### src/rtl/opl3_pkg.sv
// Shared OPL3 register-file types: the write stream into the register file
// and the per-requester write request used by the write arbiter.
package opl3_pkg;

   localparam int REG_FILE_ADDRESS_WIDTH = 8;
   localparam int REG_FILE_DATA_WIDTH    = 8;
   localparam int REG_WR_ARB_NUM_REQ     = 3;

   typedef struct packed {
      logic                              valid;
      logic                              bank_num;
      logic [REG_FILE_ADDRESS_WIDTH-1:0] address;
      logic [REG_FILE_DATA_WIDTH-1:0]    data;
   } opl3_reg_wr_t;

   typedef struct packed {
      logic                              bank_num;
      logic [REG_FILE_ADDRESS_WIDTH-1:0] address;
      logic [REG_FILE_DATA_WIDTH-1:0]    data;
   } reg_wr_req_t;

   typedef enum logic {
      ARB_IDLE,
      ARB_HOLD
   } arb_state_t;

endpackage

### src/rtl/rr_arbiter.sv
// Combinational round-robin pick: first valid requester at or above rr_ptr,
// wrapping modulo N. Produces both a one-hot grant and its index.
module rr_arbiter #(
   parameter int N = 3
) (
   input  logic [N-1:0]         req_valid,
   input  logic [$clog2(N)-1:0] rr_ptr,
   input  logic                 enable,
   output logic [N-1:0]         grant_onehot,
   output logic [$clog2(N)-1:0] grant_idx
);

   localparam int IDX_W = $clog2(N);

   logic [N-1:0]   rotated;
   logic [IDX_W:0] sum;
   logic           found;

   // Rotate so that bit 0 is the requester rr_ptr points at.
   assign rotated = N'({req_valid, req_valid} >> rr_ptr);

   always_comb begin
      found = 1'b0;
      sum   = '0;
      for (int k = 0; k < N; k++) begin
         if (enable && !found && rotated[k]) begin
            found = 1'b1;
            sum   = {1'b0, rr_ptr} + (IDX_W+1)'(k);
            if (sum >= (IDX_W+1)'(N)) begin
               sum = sum - (IDX_W+1)'(N);
            end
         end
      end
      grant_idx    = sum[IDX_W-1:0];
      grant_onehot = found ? (N'(1) << grant_idx) : '0;
   end

endmodule

### src/rtl/opl3_reg_wr_arbiter.sv
// Round-robin merge of NUM_REQ register-write requesters into one opl3_reg_wr
// stream with MIN_GAP idle cycles after each write. Grant counters exist only
// when OPL3_REG_WR_ARB_STATS_EN is defined.
module opl3_reg_wr_arbiter
   import opl3_pkg::*;
#(
   parameter int NUM_REQ = REG_WR_ARB_NUM_REQ,
   parameter int MIN_GAP = 0,
   parameter int CNT_W   = 16
) (
   input  logic                              clk,
   input  logic                              reset,
   input  logic [NUM_REQ-1:0]                req_valid,
   input  reg_wr_req_t [NUM_REQ-1:0]         req,
   output logic [NUM_REQ-1:0]                req_ready,
   output opl3_reg_wr_t                      opl3_reg_wr,
   output logic                              busy,
   input  logic                              stats_clr,
   output logic [NUM_REQ-1:0][CNT_W-1:0]     grant_count
);

   localparam int IDX_W = $clog2(NUM_REQ);

   arb_state_t         state;
   logic [IDX_W-1:0]   rr_ptr;
   logic [IDX_W-1:0]   rr_ptr_next;
   logic [IDX_W-1:0]   grant_idx;
   logic [NUM_REQ-1:0] grant_onehot;
   logic [7:0]         gap_cnt;
   logic               grant;

   rr_arbiter #(.N(NUM_REQ)) u_rr (
      .req_valid    (req_valid),
      .rr_ptr       (rr_ptr),
      .enable       (state == ARB_IDLE),
      .grant_onehot (grant_onehot),
      .grant_idx    (grant_idx)
   );

   assign req_ready   = grant_onehot;
   assign grant       = |grant_onehot;
   assign rr_ptr_next = (grant_idx == IDX_W'(NUM_REQ-1)) ? '0 : grant_idx + IDX_W'(1);
   assign busy        = (state == ARB_HOLD) || opl3_reg_wr.valid;

   // Reset in a grant cycle drops the output pulse; the requester already saw ready.
   always_ff @(posedge clk) begin
      if (reset) begin
         state       <= ARB_IDLE;
         rr_ptr      <= '0;
         gap_cnt     <= '0;
         opl3_reg_wr <= '0;
      end else begin
         opl3_reg_wr.valid <= 1'b0;
         case (state)
            ARB_IDLE: begin
               if (grant) begin
                  opl3_reg_wr <= {1'b1, req[grant_idx]};
                  rr_ptr      <= rr_ptr_next;
                  if (MIN_GAP != 0) begin
                     gap_cnt <= 8'(MIN_GAP);
                     state   <= ARB_HOLD;
                  end
               end
            end
            ARB_HOLD: begin
               gap_cnt <= gap_cnt - 8'd1;
               if (gap_cnt == 8'd1) begin
                  state <= ARB_IDLE;
               end
            end
            default: state <= ARB_IDLE;
         endcase
      end
   end

`ifdef OPL3_REG_WR_ARB_STATS_EN
   // Clear wins over a same-cycle grant; counters saturate at all-ones.
   for (genvar gi = 0; gi < NUM_REQ; gi++) begin : g_stats
      always_ff @(posedge clk) begin
         if (reset || stats_clr) begin
            grant_count[gi] <= '0;
         end else if (grant_onehot[gi] && (grant_count[gi] != '1)) begin
            grant_count[gi] <= grant_count[gi] + CNT_W'(1);
         end
      end
   end
`else
   logic unused_stats_clr;
   assign unused_stats_clr = stats_clr;
   assign grant_count      = '0;
`endif

endmodule
### config.mk
export PLATFORM = sky130hd
export DESIGN_NAME = opl3_reg_wr_arbiter
export DESIGN_NICKNAME = d
export VERILOG_FILES = /design/src/rtl/opl3_pkg.sv /design/src/rtl/rr_arbiter.sv /design/src/rtl/opl3_reg_wr_arbiter.sv
export SDC_FILE = /design/constraint.sdc
export NUM_CORES = 1
export LEC_CHECK = 0
export CORE_ASPECT_RATIO = 1.1
export CORE_MARGIN = 3
export CORE_UTILIZATION = 42
export CTS_CLUSTER_DIAMETER = 80
export DETAILED_ROUTE_END_ITERATION = 12
export PLACE_DENSITY = 0.87
export SLEW_MARGIN = 10
export SYNTH_ARGS = -nofsm -noshare
export SYNTH_HDL_FRONTEND = slang
export SYNTH_HIERARCHICAL = 1
export SYNTH_SLANG_ARGS = --single-unit
### constraint.sdc
create_clock -name clk -period 4.8 [get_ports clk]
set_input_delay 0.72 -clock clk [delete_from_list [all_inputs] [get_ports clk]]
set_output_delay 0.72 -clock clk [all_outputs]
set_load 0.05 [all_outputs]
# Word level (Yosys, flattened, before mapping)
# Index checks and enable logic that the tools add are counted.
dict set report classes {
  reduce_logical 12
  n_shift 2
  n_bitwise 1
  n_lt_le_gt_ge 4
  add_sub_neg 7
  eq_ne 2
  n_mux 15
}
# op n
set ops {}
lappend ops {{binary-select mux 17 bit (select 2 bit)} 1}
lappend ops {{two-way mux 18 bit} 1}
lappend ops {{two-way mux 17 bit} 1}
lappend ops {{two-way mux 2 bit} 7}
lappend ops {{== test 8 x 1 -> 1 bit, second input constant} 1}
lappend ops {{subtractor 8 x 1 -> 8 bit, second input constant} 1}
lappend ops {{greater-or-equal comparator 3 x 2 -> 1 bit, second input constant} 2}
lappend ops {{right shift 6 x 2 -> 3 bit} 1}
lappend ops {{subtractor 2 bit, second input constant} 3}
lappend ops {{logical AND 1 bit} 5}
lappend ops {{two-way mux 1 bit} 4}
lappend ops {{OR reduction 2 bit} 2}
lappend ops {{adder 2 x 1 -> 3 bit, second input constant} 1}
lappend ops {{adder 2 x 2 -> 3 bit, second input constant} 1}
lappend ops {{less-than comparator 2 x 3 -> 1 bit, second input constant} 1}
lappend ops {{two-way mux 3 bit} 1}
lappend ops {{OR reduction 3 bit} 1}
lappend ops {{left shift 1 x 2 -> 3 bit, first input constant} 1}
lappend ops {{adder 2 x 1 -> 2 bit, second input constant} 1}
lappend ops {{== test 2 bit, second input constant} 1}
lappend ops {{greater-or-equal comparator 2 bit, second input constant} 1}
lappend ops {{zero test 1 bit} 2}
lappend ops {{AND reduction 2 bit} 1}
lappend ops {{logical OR 1 bit} 1}
lappend ops {{NOT 1 bit} 1}
dict set report totals {
  register_bits 29
  output_inout_bits 70
  inputBits 57
}

# Logic depth before layout (Yosys ltp)
dict set report logic_depth {
  depth_word 15
  mapped_depth 13
}

# Hierarchy
# The synthesis kept the hierarchy.
# module area_per_inst_um2 n_inst cells_each seq_area_each_um2
set modules_own_cells {}
lappend modules_own_cells {opl3_reg_wr_arbiter 1826.8 1 206 580.6}
lappend modules_own_cells {rr_arbiter 399.1 1 47 0.0}

# Worst setup path before layout
# No wires, ideal clock.
dict set report synth_path {
  path_kind {input -> register}
  start {in req_valid[0]}
  end {reg opl3_reg_wr[0] in the netlist's numbering}
  t_required_ns 4.714
  setup_ns 0.086
  path_slack_ns 1.121
  arrival_time_ns 3.594
  stages 10
  path_cell_list {buf_6 > or4b_4 > a31oi_4 > o2111ai_1 > a21boi_1 > or3_1 > clkbuf_1 > clkbuf_1 > a21oi_1 > a211oi_1}
}
dict set report synth_between {
  elab_chain_len 15
}
# item line
set synth_rtl {}
lappend synth_rtl {{start: declaration} opl3_reg_wr_arbiter.sv:13} ;# input logic [NUM_REQ-1:0] req_valid,
lappend synth_rtl {{right shift 6 x 2 -> 3 bit (*)} rr_arbiter.sv:20} ;# assign rotated = N'({req_valid, req_valid} >> rr_ptr);
lappend synth_rtl {{logical AND 1 bit} rr_arbiter.sv:26} ;# if (enable && !found && rotated[k]) begin
lappend synth_rtl {{two-way mux 1 bit} rr_arbiter.sv:26}
lappend synth_rtl {{zero test 1 bit} rr_arbiter.sv:26}
lappend synth_rtl {{logical AND 1 bit (2 in a row)} rr_arbiter.sv:26}
lappend synth_rtl {{two-way mux 1 bit} rr_arbiter.sv:26}
lappend synth_rtl {{zero test 1 bit} rr_arbiter.sv:26}
lappend synth_rtl {{logical AND 1 bit (2 in a row)} rr_arbiter.sv:26}
lappend synth_rtl {{two-way mux 2 bit} rr_arbiter.sv:26}
lappend synth_rtl {{left shift 1 x 2 -> 3 bit} rr_arbiter.sv:35} ;# grant_onehot = found ? (N'(1) << grant_idx) : '0;
lappend synth_rtl {{two-way mux 3 bit (*)} rr_arbiter.sv:35}
lappend synth_rtl {{via req_ready[1]} opl3_reg_wr_arbiter.sv:15} ;# output logic [NUM_REQ-1:0] req_ready,
lappend synth_rtl {{OR reduction 3 bit (*)} opl3_reg_wr_arbiter.sv:41} ;# assign grant = |grant_onehot;
lappend synth_rtl {{AND reduction 2 bit (no line) (*)} --}
lappend synth_rtl {{end signal: assignment} opl3_reg_wr_arbiter.sv:57} ;# opl3_reg_wr <= {1'b1, req[grant_idx]};
lappend synth_rtl {{end: declaration} opl3_reg_wr_arbiter.sv:16} ;# output opl3_reg_wr_t opl3_reg_wr,
# Mark *: on every way through the listed nets, which the timed path passes. The rest lies on a longest branch. The select of a mux whose other input is x is not followed.
# A chain may end at the register's enable or synchronous reset.

# Worst setup path after layout
dict set report layout_path {
  start {in req_valid[0]}
  end {out req_ready[2]}
}
dict set report layout_between {
  elab_chain_len 13
}
# item line
set layout_rtl {}
lappend layout_rtl {{right shift 6 x 2 -> 3 bit (*)} rr_arbiter.sv:20}
lappend layout_rtl {{logical AND 1 bit} rr_arbiter.sv:26}
lappend layout_rtl {{two-way mux 1 bit} rr_arbiter.sv:26}
lappend layout_rtl {{zero test 1 bit} rr_arbiter.sv:26}
lappend layout_rtl {{logical AND 1 bit (2 in a row)} rr_arbiter.sv:26}
lappend layout_rtl {{two-way mux 1 bit} rr_arbiter.sv:26}
lappend layout_rtl {{zero test 1 bit} rr_arbiter.sv:26}
lappend layout_rtl {{logical AND 1 bit (2 in a row)} rr_arbiter.sv:26}
lappend layout_rtl {{two-way mux 2 bit} rr_arbiter.sv:26}
lappend layout_rtl {{left shift 1 x 2 -> 3 bit} rr_arbiter.sv:35}
lappend layout_rtl {{two-way mux 3 bit (*)} rr_arbiter.sv:35}
lappend layout_rtl {{end: declaration} opl3_reg_wr_arbiter.sv:15}
# Mark *: on every way between the ends. The rest lies on a longest branch, timed or not.

==> results.md <==
* Total global routing overflow at 0
* Hold Vio Cnt, Final at 0
* Placed Area at 2793 um2
* Unrepaired setup endpoints after global routing: false
* Synth Area in Compound Gates at 0.2693
* Num Clock Sinks at 29
* XOR/XNOR Fraction of Synth Area at 0.007870
* TritonCTS buffer count at 5
* Relative max-transition margin at 0.2024
* Synthesized cell area at 2226 um2
* Die span in y at 82.35 um
* Die Width at 75.41 um
* Syn. warnings at 6
* Least setup slack across all paths after layout at 0.6184 ns
* Initial Util at 0.4393
* Mapped Avg Cell Area at 8.798 um2
* Critical register-to-register path startpoint: state
* Maximum vdd ir drop at 0.3041 mV
* CP required at 4.08 ns
* Initial antenna violation count at 0
* Hold buffer count at CTS at 0
* Type of destination of the critical path: output pin
* Postcts setup bufs at 0
* Wire length of the first global-routing pass at 7852 um
* Area delta synth->final at 29.34%
* Max_cap viols at 0
* Setup Total Neg Slack at 0 ns
* Final RePlAce weighted congestion at 0.8030
* Fraction of final layout cells sized beyond drive strength 1 at 0.05625
* Worst Path Max Fanout at 11
* Clock Pin Slew Worst Setup and Hold Paths at 0.06 ns
* Adder-cell area share of the yosys netlist at 0.02811
* Min-delay worst type: reg -> reg
* Pin count of the biggest net entering global routing at 30
* Start-to-end type of the worst setup path: in -> out
* Flop and latch count out of synthesis at 29
* Worst Reg-to-Reg Cells at 8
* Count of unresolved DRC violations after routing at 0
* Synthesized netlist cell count at 253
* Total instance count after detailed placement at 371
* Count of antenna diodes in the layout at 0
* Number of distinct library cell variants in the gate-level netlist after synthesis at 47
* Vias/cell at 5.286
* Crit share post-route at 0.8712
* Dominant combinational cell family by area after synthesis: compound AO/OA/AOI/OAI gates
* Number of placed I/O pins at 127
* Multiplexer share of the synthesized area at 0.09219
* Maximum buffer depth of the clock tree at 2
* Largest cells by area after synthesis: dfxtp_1 26%, buf_4 17%, mux2i_1 8.5%
* First drt pass iteration count at 4
* Worst setup path end: req_ready[2]
* Number of H-tree levels at 2
* Seq/Total Area, Yosys at 0.2608
* Total area of multi-input combinational cells at 1328 um2
* Worst path max stage delay at 0.86 ns
* Count of standard-cell rows at 27
* Fin nets at 382
* Worst setup slack for register-to-register paths at 1.12 ns
* TritonCTS clock tree: yes
* Area of the die at 6210 um2
* Most frequent cells in the layout: 77 x clkdlybuf4s50_1, 48 x conb_1, 29 x dfxtp_1, 25 x a21oi_1, 20 x a211oi_1
* Number of enable flip-flop cells after synthesis at 0
* Fill cell instance count of the final layout at 464
* Initial detailed-routing violation count at 95
* Global-route usage over all layers at 0.1618
* Startpoint of the worst setup timing path: req_valid[0]
* Arrival time at the worst endpoint at 3.46 ns
* Avg WL per Cell at 13.80 um
* Top cell by count, worst path: clkdlybuf4s50_1
* Pleak at 1.122 nW
* Area of the core region at 5067 um2
* Number of gates given a new drive strength after cts at 0
* Buffer type at the clock tree root: clkbuf_8
* I/O Buffers at 77
* Insertion delay of the later-clocked pin in the worst-skew pair at 0.27 ns
* Number of global-route vias before repair at 1780
* Final standard cell count with taps included and fillers excluded at 378
* Commonest register cell after synthesis: dfxtp_1
* Master of the slowest instance on the critical path: clkdlybuf4s50_1
* Async set-reset flop share out of synthesis at 0
* Leading cell type in the layout, fill and taps excluded: clkdlybuf4s50_1
* Top cell type by total area after synthesis: dfxtp_1
* DP Worst Slack at 0.6365 ns
* Storage element area at 580.6 um2
* Routed WL at 5217 um
* Post-route standard cell area excluding fillers at 2879 um2
* Crit-path cells: clkdlybuf4s50_1, or4b_4, a31oi_4, o211ai_2, a211oi_2, clkdlybuf4s50_1
* Synthesized-area fraction occupied by and/or/nand/nor cells at 0.1180
* Achievable clock frequency at 239.1 MHz
* Vias after detailed routing at 1998
* Final Critical Period at 4.182 ns
* Setup violations, final at 0
* Detail Placement HPWL at 3893 um
* Clock skew at 0.002593 ns
* Pwr Density at 670.8 nW/um2
* Worst-Margin Slew at 1.192 ns
* Reg-to-reg endpoint: opl3_reg_wr[7]
* Number of pins with negative max-slew slack in the final report at 0
* Status: completed
* Final antenna-violating net count at 0
* Critical Path Source Type: input port
* Area share of the largest cell type after synthesis at 0.2608
-- sequential cells by signal, indices dropped and copies added (netlist names) --
name         flops
opl3_reg_wr     18
state            1
rr_ptr           2
gap_cnt          8
-- stage by stage --
step	total power, W	hold WS, ns	util
final	0.001931	0.4867	0.5681
after global routing	0.002053	0.5098	0.5681
after CTS	0.001936	0.4923	0.5681
after detailed placement	0.001734	0.4844	0.5511
after global placement	0.001701	0.4643	0.5511
after floorplan	0.001442	0.4526	-
-- cells by family (layout without fill, tap and decap cells) --
kind of cell	after synthesis	after routing
AND/OR/NAND/NOR	41	41
other	1	48
flip-flops	29	29
XOR/XNOR	2	2
adder cells (fa/ha/maj)	5	5
multiplexers	20	20
AO/OA/AOI/OAI	82	82
buffers and inverters	73	93
-- metal layers --
metal / share of wire / routed length, um / track usage
met1: 0.37 / 1950 / 0.1692
met2: 0.52 / 2711 / 0.2893
met3: 0.092 / 482 / 0.06780
met4: 0.014 / 72 / 0.05245
met5: 0 / 0 / 0
-- where the power goes --
group	switching, W	total, W	internal (W)
clock	0.0000806	0.000194	0.000113
combinational	0.000848	0.00137	0.000519
sequential	0.0000545	0.000370	0.000316
-- synthesized netlist by cell type (all sizes together), types with 2 or more instances --
master,n
buf,58
dfxtp,29
a21oi,25
a211oi,21
mux2i,19
a2bb2oi,17
clkbuf,8
inv,7
nor2,7
o21ai,6
ha,5
nand2,5
or3,5
nand2b,3
nand3b,3
or4,3
a221oi,2
nand3,2
nor3,2
nor4,2
o22ai,2
o31ai,2
or4b,2
-- worst max-delay path, delay by kind of cell --
family	cells	cell delay, ns
buf+inv	2	1.44
simple gates	1	0.60
compound gates	3	0.70
-- worst min-delay path by stage --
stage / start / to / slack (ns) / cells after the start
after detailed placement: gap_cnt[5] / gap_cnt[5] / 0.48 / 2
after floorplan: gap_cnt[5] / gap_cnt[5] / 0.45 / 2
final: gap_cnt[5] / gap_cnt[5] / 0.49 / 2
after CTS: gap_cnt[5] / gap_cnt[5] / 0.49 / 2
after global placement: gap_cnt[5] / gap_cnt[5] / 0.46 / 2
after global routing: gap_cnt[1] / gap_cnt[1] / 0.51 / 2
-- layout make-up --
type                    count  share of cell area
flip-flops and latches     29              0.2017
multi-input cells         198              0.4611
repair buffers             79              0.2729
inverters                   7            0.009126
clock buffers               7             0.02999
well taps                  58             0.02521
(Power assumes the default switching activity.)
